[src/rtl/morse_pkg.sv]
// Shared encodings for the Morse sequence path: 5 symbols x 2 bits, MSB pair first.
package morse_pkg;

    localparam int         SEQ_W     = 10;
    localparam logic [9:0] SEQ_EMPTY = 10'h3FF;
    localparam logic [9:0] SEQ_SPACE = 10'h2FF;

    localparam logic [1:0] SYM_DOT   = 2'b00;
    localparam logic [1:0] SYM_DASH  = 2'b01;
    localparam logic [1:0] SYM_SPACE = 2'b10;
    localparam logic [1:0] SYM_NONE  = 2'b11;

    typedef enum logic [0:0] {
        ST_IDLE     = 1'b0,
        ST_PUSH_SEC = 1'b1
    } disp_state_t;

endpackage

[src/rtl/seq_fifo.sv]
// Synchronous word FIFO with sticky overflow; a push into a full FIFO is dropped
// unless a pop frees a slot in the same cycle.
module seq_fifo #(
    parameter int DEPTH = 8,
    parameter int SEQ_W = 10
) (
    input  logic                     clk,
    input  logic                     rst,
    input  logic                     push,
    input  logic [SEQ_W-1:0]         push_data,
    input  logic                     pop,
    output logic [SEQ_W-1:0]         pop_data,
    output logic                     full,
    output logic                     empty,
    output logic [$clog2(DEPTH):0]   count,
    output logic                     overflow,
    input  logic                     ovf_clr
);

    localparam int                 PTR_W      = $clog2(DEPTH);
    localparam int                 CNT_W      = PTR_W + 1;
    localparam logic [PTR_W-1:0]   PTR_ONE    = PTR_W'(1);
    localparam logic [CNT_W-1:0]   CNT_ONE    = CNT_W'(1);
    localparam logic [CNT_W-1:0]   CNT_FULL   = CNT_W'(DEPTH);
    localparam logic [SEQ_W-1:0]   EMPTY_WORD = {SEQ_W{1'b1}};

    logic [SEQ_W-1:0] mem_r [DEPTH];
    logic [PTR_W-1:0] wr_ptr_r;
    logic [PTR_W-1:0] rd_ptr_r;
    logic [CNT_W-1:0] count_r;
    logic             overflow_r;
    logic             full_s;
    logic             empty_s;
    logic             do_pop_s;
    logic             do_push_s;
    logic             drop_s;

    assign full_s    = (count_r == CNT_FULL);
    assign empty_s   = (count_r == {CNT_W{1'b0}});
    assign do_pop_s  = pop && !empty_s;
    assign do_push_s = push && (!full_s || do_pop_s);
    assign drop_s    = push && full_s && !do_pop_s;

    // Storage array and pointers; memory resets to the empty word pattern.
    always_ff @(posedge clk or posedge rst) begin
        if (rst) begin
            for (int i = 0; i < DEPTH; i++) begin
                mem_r[i] <= EMPTY_WORD;
            end
            wr_ptr_r <= {PTR_W{1'b0}};
            rd_ptr_r <= {PTR_W{1'b0}};
        end else begin
            if (do_push_s) begin
                mem_r[wr_ptr_r] <= push_data;
                wr_ptr_r        <= wr_ptr_r + PTR_ONE;
            end
            if (do_pop_s) begin
                rd_ptr_r <= rd_ptr_r + PTR_ONE;
            end
        end
    end

    // Occupancy counter; a simultaneous push and pop leaves it unchanged.
    always_ff @(posedge clk or posedge rst) begin
        if (rst) begin
            count_r <= {CNT_W{1'b0}};
        end else begin
            case ({do_push_s, do_pop_s})
                2'b10:   count_r <= count_r + CNT_ONE;
                2'b01:   count_r <= count_r - CNT_ONE;
                default: count_r <= count_r;
            endcase
        end
    end

    // Sticky overflow flag; a new drop takes priority over a clear.
    always_ff @(posedge clk or posedge rst) begin
        if (rst) begin
            overflow_r <= 1'b0;
        end else if (drop_s) begin
            overflow_r <= 1'b1;
        end else if (ovf_clr) begin
            overflow_r <= 1'b0;
        end
    end

    assign pop_data = empty_s ? EMPTY_WORD : mem_r[rd_ptr_r];
    assign full     = full_s;
    assign empty    = empty_s;
    assign count    = count_r;
    assign overflow = overflow_r;

endmodule

[src/rtl/sequence_dispatcher.sv]
// Turns each separator send event into up to two FIFO pushes (FirstSeq, then SecSeq),
// dropping empty words, and presents the queue head on a valid/ready interface.
module sequence_dispatcher #(
    parameter int SEQ_W = 10,
    parameter int DEPTH = 8
) (
    input  logic                     clk,
    input  logic                     rst,
    input  logic                     sent_flag_in,
    input  logic [SEQ_W-1:0]         first_seq,
    input  logic [SEQ_W-1:0]         sec_seq,
    output logic [SEQ_W-1:0]         seq_out,
    output logic                     seq_valid,
    input  logic                     seq_ready,
    output logic [$clog2(DEPTH):0]   fifo_count,
    output logic                     busy,
    output logic                     overflow,
    input  logic                     ovf_clr
);

    import morse_pkg::*;

    localparam logic [SEQ_W-1:0] EMPTY_WORD = {SEQ_W{1'b1}};

    disp_state_t      state_r;
    disp_state_t      next_state_s;
    logic             sf_q_r;
    logic [SEQ_W-1:0] hold_sec_r;
    logic             event_s;
    logic             push_s;
    logic [SEQ_W-1:0] push_data_s;
    logic             busy_s;
    logic             fifo_empty_s;
    logic             fifo_full_s;

    // sf_q resets high so a flag already high at reset release is not an event.
    assign event_s = sent_flag_in && !sf_q_r;

    // Flag history, FSM state and the held second word.
    always_ff @(posedge clk or posedge rst) begin
        if (rst) begin
            sf_q_r     <= 1'b1;
            state_r    <= ST_IDLE;
            hold_sec_r <= EMPTY_WORD;
        end else begin
            sf_q_r  <= sent_flag_in;
            state_r <= next_state_s;
            if ((state_r == ST_IDLE) && event_s) begin
                hold_sec_r <= sec_seq;
            end
        end
    end

    // Next-state logic; an event arriving in PUSH_SEC is ignored.
    always_comb begin
        next_state_s = state_r;
        case (state_r)
            ST_IDLE: begin
                if (event_s) begin
                    next_state_s = ST_PUSH_SEC;
                end else begin
                    next_state_s = ST_IDLE;
                end
            end
            ST_PUSH_SEC: next_state_s = ST_IDLE;
            default:     next_state_s = ST_IDLE;
        endcase
    end

    // Push request and busy indication for the current state.
    always_comb begin
        push_s      = 1'b0;
        push_data_s = EMPTY_WORD;
        busy_s      = 1'b0;
        case (state_r)
            ST_IDLE: begin
                if (event_s && (first_seq != EMPTY_WORD)) begin
                    push_s      = 1'b1;
                    push_data_s = first_seq;
                end else begin
                    push_s      = 1'b0;
                    push_data_s = EMPTY_WORD;
                end
            end
            ST_PUSH_SEC: begin
                busy_s      = 1'b1;
                push_s      = (hold_sec_r != EMPTY_WORD);
                push_data_s = hold_sec_r;
            end
            default: begin
                push_s      = 1'b0;
                push_data_s = EMPTY_WORD;
                busy_s      = 1'b0;
            end
        endcase
    end

    seq_fifo #(
        .DEPTH (DEPTH),
        .SEQ_W (SEQ_W)
    ) u_fifo (
        .clk       (clk),
        .rst       (rst),
        .push      (push_s),
        .push_data (push_data_s),
        .pop       (seq_ready),
        .pop_data  (seq_out),
        .full      (fifo_full_s),
        .empty     (fifo_empty_s),
        .count     (fifo_count),
        .overflow  (overflow),
        .ovf_clr   (ovf_clr)
    );

    assign seq_valid = !fifo_empty_s;
    assign busy      = busy_s;

endmodule

[config.mk]
export PLATFORM = sky130hd
export DESIGN_NAME = sequence_dispatcher
export DESIGN_NICKNAME = d
export VERILOG_FILES = /design/src/rtl/morse_pkg.sv /design/src/rtl/seq_fifo.sv /design/src/rtl/sequence_dispatcher.sv
export SDC_FILE = /design/constraint.sdc
export NUM_CORES = 1
export LEC_CHECK = 0
export CAP_MARGIN = 30
export CORE_ASPECT_RATIO = 1.2
export CORE_UTILIZATION = 50
export CTS_BUF_LIST = sky130_fd_sc_hd__clkbuf_8 sky130_fd_sc_hd__clkbuf_16
export CTS_CLUSTER_DIAMETER = 150
export CTS_CLUSTER_SIZE = 24
export DETAILED_ROUTE_END_ITERATION = 7
export PLACE_DENSITY = 0.71
export SETUP_SLACK_MARGIN = 0.1
export SYNTH_ARGS = -nofsm -noshare
export SYNTH_HDL_FRONTEND = slang
export SYNTH_SLANG_ARGS = --single-unit
[constraint.sdc]
create_clock -name clk -period 4 [get_ports clk]
set_clock_uncertainty 0.15 [all_clocks]
set_input_delay 1 -clock clk [delete_from_list [all_inputs] [get_ports clk]]
set_output_delay 1 -clock clk [all_outputs]
set_load 0.1 [all_outputs]
==> impl_metrics.ini <==
[run_status]
status = finished, final reports clean

[yosys]
avgSynthCellArea_um2 = 15.08
synth.distinct_cells = 36
synth_fp_nets = 370
synth_seq_cells = 103
netlist_area_um2 = 5127
synth_warnings = 0
synth_seq_area_share_pct = 52.49
synth_cells = 340

[routing]
first_pass_iters = 5
vias = 2950
drtIter0Drc = 137
route.detailed.drc = 0
routedWlPerCell_um = 19.41
routed_via_density = 5.728
drtAntennaViolNets = 0
wirelength_mm = 9.998

[sta]
tightest_slew_ns = 0.9725
rsz0062_at_grt = no
setup_viol = 0
finalSetupTns_ns = 0
relSlewSlack_pct = 34.96
min_period_ns = 3.320
finalCritPeriodShare_pct = 83.00
max_freq_mhz = 301.2
slew_viol_final = 0
finalHoldViolCount = 0

[floorplanning]
dieHeight_um = 112.9
fp.dieW_um = 94.44
core_area_um2 = 10010
rows = 40
start_util_pct = 51.23
ioPinCount = 42
die_area_um2 = 10670

[clock_network]
cts_buffer_depth = 2
clk_pin_slew_worst_paths_ns = 0.06
clk_latency_ns = 0.34
post_cts_resized = 0
cts_htree_levels = 3
cts_tree = built
numClockSinks = 103
post_cts_hold_buffer_count = 0
clock-root-buffer = clkbuf_16
cts_buffers = 9
post_cts_buffers = 0

[layout]
nNetsFinal = 414
drive_gt1_share_pct = 64.52
layout_commonest_cell = dfstp_2
area_delta_synth_final_pct = 18.72
diodes = 0
final_cell_mix = dfstp_2, mux2_2, clkdlybuf4s50_1

[placed_design]
dpl.hpwl_mm = 6.524
place.gp.congestion = 0.7545
port_buffers = 41

[worst_setup_path]
arrival_ns = 3.44
worstSetupPathType = input port to flop
startpoint = first_seq[4]
critPathCaptureType = flop
cp-start-kind = input port
cp_max_fo = 5
required_ns = 4.12
reg2reg_depth = 10
timing.rr.start = u_fifo.count[1]

[global_routing]
antenna_found_initial = 0
first_global_vias = 3129
grt.busiest_layer = met2
grt_first_pass_wirelength_mm = 16.50
grt_max_degree = 46
use_met3_pct = 2.419
grt_use_met2_pct = 33.96
overflow = 0
grt_usage_pct = 20.80
grt_use_met1_pct = 28.81

[hold_path]
min_from = u_fifo.count[3]
hold_class = flop to flop
hold_depth = 1

[run]
cap_violations = 0
-- flip-flops by register name, indices dropped and copies added, names as in the netlist --
| register | flops |
|---|---|
| sf_q_r | 1 |
| u_fifo.wr_ptr_r | 3 |
| state_r | 1 |
| u_fifo.rd_ptr_r | 3 |
| hold_sec_r | 10 |
| u_fifo.overflow | 1 |
| u_fifo.mem_r | 80 |
| u_fifo.count | 4 |
-- logic make-up (layout without fill, tap and decap cells) --
kind of cell             Yosys count  count (layout)  share of synthesized area [%]
flip-flops                       103             103                          52.49
multiplexers                     131             131                          34.19
AO/OA/AOI/OAI                      8               8                         0.8786
buffers and inverters             24              73                          2.709
adder cells (fa/ha/maj)            5               5                          1.220
AND/OR/NAND/NOR                   60              60                          6.979
XOR/XNOR                           9               9                          1.537
-- worst max-delay path, stage by stage --
cell             delay [ns]
clkdlybuf4s50_1        0.48
nand4_1                0.10
nor3_1                 0.27
a41oi_2                0.18
nand3_1                0.20
ha_1                   0.28
or3b_2                 0.45
o21ai_0                0.09
nand3b_1               0.09
a21oi_1                0.16
xor2_1                 0.15
-- path summary, 6_finish.rpt --
kind / to / slack [ns]
max: u_fifo.count[3] / 0.68
max in group asynchronous: u_fifo.mem_r[18] / 2.08
min in group asynchronous: u_fifo.count[1] / 0.79
min reg2reg: u_fifo.count[3] / 0.36
max reg2reg: u_fifo.count[2] / 0.95
min: u_fifo.count[3] / 0.36
-- synthesized netlist by cell type (all sizes together) --
library cell / n / area [um2]
and4: 2 / 17.52
nor2b: 1 / 6.260
dfstp: 91 / 2391
mux2i: 18 / 180.2
nor3: 4 / 25.02
nand3: 2 / 10.01
or3b: 1 / 8.760
o22ai: 1 / 6.260
clkbuf: 4 / 15.01
inv: 5 / 18.77
nand4: 8 / 75.07
nand3b: 3 / 22.52
a21oi: 4 / 20.02
xor2: 4 / 35.03
nor3b: 4 / 30.03
mux4: 20 / 450.4
ha: 5 / 62.56
or4: 1 / 7.510
a41oi: 1 / 8.760
nand2: 26 / 97.59
o21ai: 2 / 10.01
mux2: 93 / 1122
dfrtp: 12 / 300.3
buf: 15 / 105.1
nor2: 2 / 7.510
xnor2: 5 / 43.79
and4b: 2 / 20.02
and3: 3 / 23.77
nand2b: 1 / 6.260
-- layout make-up --
class | instances | area [um2]
clock buffer | 10 | 239.0
clock inverter | 6 | 78.83
fill | 768 | 3923
inverter | 5 | 20.02
multi-input combinational | 213 | 2305
sequential | 103 | 2691
tap | 126 | 157.7
timing repair buffer | 52 | 595.6
-- through the flow --
stage                     utilization (%)  area (um2)  cells  hold WS, ns  setup WS (ns)
final                               60.81        6087    515       0.3614         0.6802
after global routing                60.81        6087    515       0.3985         0.5217
after CTS                           60.81        6087    515       0.3639         0.6444
after detailed placement            57.64        5769    499       0.3559         0.3189
after global placement              57.64        5769    499       0.3422         0.3615
after floorplan                         -        5129    340       0.4498        0.03209
-- metal layers --
layer / up-vias / wire (um)
met2: 60 / 5019
li1: 1336 / -
met4: 0 / 109
met5: - / 0
met1: 1543 / 4573
met3: 11 / 296
Power is left out: the tool's default activity adds up to more than one toggle a clock period on the data nets, which glitch-free logic cannot reach.
==> RTL edit (same flow settings) <==
Reset style: synchronous (`rst`), changed in 4 clocked blocks.
--- a/src/rtl/seq_fifo.sv
+++ b/src/rtl/seq_fifo.sv
@@ -42,7 +42,7 @@
     assign drop_s    = push && full_s && !do_pop_s;
 
     // Storage array and pointers; memory resets to the empty word pattern.
-    always_ff @(posedge clk or posedge rst) begin
+    always_ff @(posedge clk) begin
         if (rst) begin
             for (int i = 0; i < DEPTH; i++) begin
                 mem_r[i] <= EMPTY_WORD;
@@ -61,7 +61,7 @@
     end
 
     // Occupancy counter; a simultaneous push and pop leaves it unchanged.
-    always_ff @(posedge clk or posedge rst) begin
+    always_ff @(posedge clk) begin
         if (rst) begin
             count_r <= {CNT_W{1'b0}};
         end else begin
@@ -74,7 +74,7 @@
     end
 
     // Sticky overflow flag; a new drop takes priority over a clear.
-    always_ff @(posedge clk or posedge rst) begin
+    always_ff @(posedge clk) begin
         if (rst) begin
             overflow_r <= 1'b0;
         end else if (drop_s) begin
--- a/src/rtl/sequence_dispatcher.sv
+++ b/src/rtl/sequence_dispatcher.sv
@@ -37,7 +37,7 @@
     assign event_s = sent_flag_in && !sf_q_r;
 
     // Flag history, FSM state and the held second word.
-    always_ff @(posedge clk or posedge rst) begin
+    always_ff @(posedge clk) begin
         if (rst) begin
             sf_q_r     <= 1'b1;
             state_r    <= ST_IDLE;
Function: differs if rst is asserted again (counterexample within 4 cycles, from zero or initial values and one cycle with rst high); with rst held inactive, the same outputs for 4 cycles.
==> RTL edit against the unedited design <==
  * Synthesized area fell by 1.1%
  * Synthesized cell count rose by 19%
  * Sequential cell count rose by 3
  * Routed wire length rose by 8.1%
  * Setup slack got worse by 150 ps
  * Final area fell by 2.4%
  * Die area fell by 1.1%
  * Count of clock-buffer cells in the layout fell by 1
  * Highest routed layer unchanged
==> RTL edit: results <==
{
  "synthTopCellsByCount": "nand3_1 (82), edfxtp_1 (80), nand2_1 (32)",
  "grt_pass1_wl_mm": 17.66,
  "muxShareOfSynthArea": 0.1308,
  "cts_buffers": 9,
  "clkLatencyLatePin_ps": 350,
  "synth_compound_gate_area_share": 0.04219,
  "post_cts_resize_count": 0,
  "grt_start_max_net_pins": 35,
  "status": "finished clean",
  "io_buffers": 41,
  "drt_iter0_markers": 254,
  "cp_top_family": "simple AND/OR/NAND/NOR gates",
  "place_ws_ps": 153.9,
  "routabilityCongestion": 0.7538,
  "via_per_inst": 5.940,
  "timing.hold.ws_ps": 333.3,
  "first_global_vias": 3414,
  "avgSynthCellArea_um2": 12.55,
  "worstReg2RegStart": "state_r",
  "htree_levels": 3,
  "synth_nets": 434,
  "top_layer_used": "met4",
  "path_clk_slew_ps": 60,
  "met2_length_mm": 5.587,
  "hpwl_mm": 7.143,
  "wl_met1_mm": 4.373,
  "arrival_ps": 3600,
  "whs_endpoint": "u_fifo.overflow",
  "synthXorXnorAreaFrac": 0.008636,
  "rr_endpoint": "u_fifo.count[2]",
  "rr_worst_depth": 11,
  "met3_length_um": 599,
  "synth-adder-area-share": 0.01234,
  "async_reset_ff_frac": 0,
  "ys_types": 42,
  "routed_wirelength_mm": 10.81,
  "drive_gt1_frac": 0.1765,
  "hold_start": "u_fifo.overflow",
  "drt_first_pass_iters": 5,
  "synth_area_leaders": "edfxtp_1 (47%), dfxtp_1 (10%), mux4_2 (8.9%), nand3_1 (8.1%), mux2i_1 (3.8%)",
  "top_register": "u_fifo.mem_r",
  "dp_cells": 549,
  "r2r_setup_slack_ps": 870,
  "post_cts_buffers": 0,
  "placed_cell_area_um2": 5685,
  "wire_per_inst_um": 19.13,
  "slew_headroom": 0.3519,
  "nets": 467,
  "grt_use_total": 0.2281,
  "holdPathStages": 2,
  "ys_seq_area_frac": 0.5764,
  "synth_edf_count": 80,
  "postCtsHoldBufs": 0,
  "yosys_warnings": 0
}
## RTL edit: changes by cell type after synthesis, moves of 20 or more
cell / delta
dfstp_2: -91
edfxtp_1: +80
nand3_1: +80
mux2_2: -71
dfxtp_1: +26
mux2_4: -20
## RTL edit: cell type report
type,count,area [um2]
Fill cell,783,3770
Sequential cell,106,2923
Multi-Input combinational cell,258,1971
Timing Repair Buffer,56,615.6
Clock buffer,9,225.2
Tap cell,123,153.9
Clock inverter,7,30.03
Inverter,6,22.52
## RTL edit: how the worst max path moves through the flow
stage / start / to / slack, ps / depth (start not counted)
final: sent_flag_in / u_fifo.count[2] / 530 / 12
after global routing: sent_flag_in / u_fifo.count[2] / 270 / 12
after global placement: sent_flag_in / u_fifo.count[2] / 230 / 12
after CTS: sent_flag_in / u_fifo.count[2] / 520 / 12
after floorplan: u_fifo.count[1] / seq_out[0] / 90 / 5
after detailed placement: sent_flag_in / u_fifo.count[2] / 150 / 12
## RTL edit: worst reg2reg max path, stage by stage, from the launching register on
cell      delay [ps]
dfxtp_1          780
nand4b_4         280
o32ai_4          110
nor3_2           330
inv_1            100
ha_1             280
xor2_1           170
ha_1             180
a21oi_1          140
xor2_1            90
or3_1            310
a21oi_1          140
## RTL edit: logic make-up (layout without fill, tap and decap cells)
logic type,count (synthesis),after routing
buf+inv,40,78
mux,41,41
simple gates,181,181
compound gates,26,26
xor+xnor,5,5
fa+ha+maj,5,5
flops,106,106
## RTL edit: metal layers
layer,GRT usage,up-vias
li1,-,1579
met1,0.2830,1619
met2,0.3815,136
met3,0.04810,22
met4,0.1015,0
met5,0,-
## RTL edit: where the power goes
group / internal [mW] / switching, mW
clock network: 0.409 / 0.369
registers: 1.22 / 0.0390
logic: 0.252 / 0.510
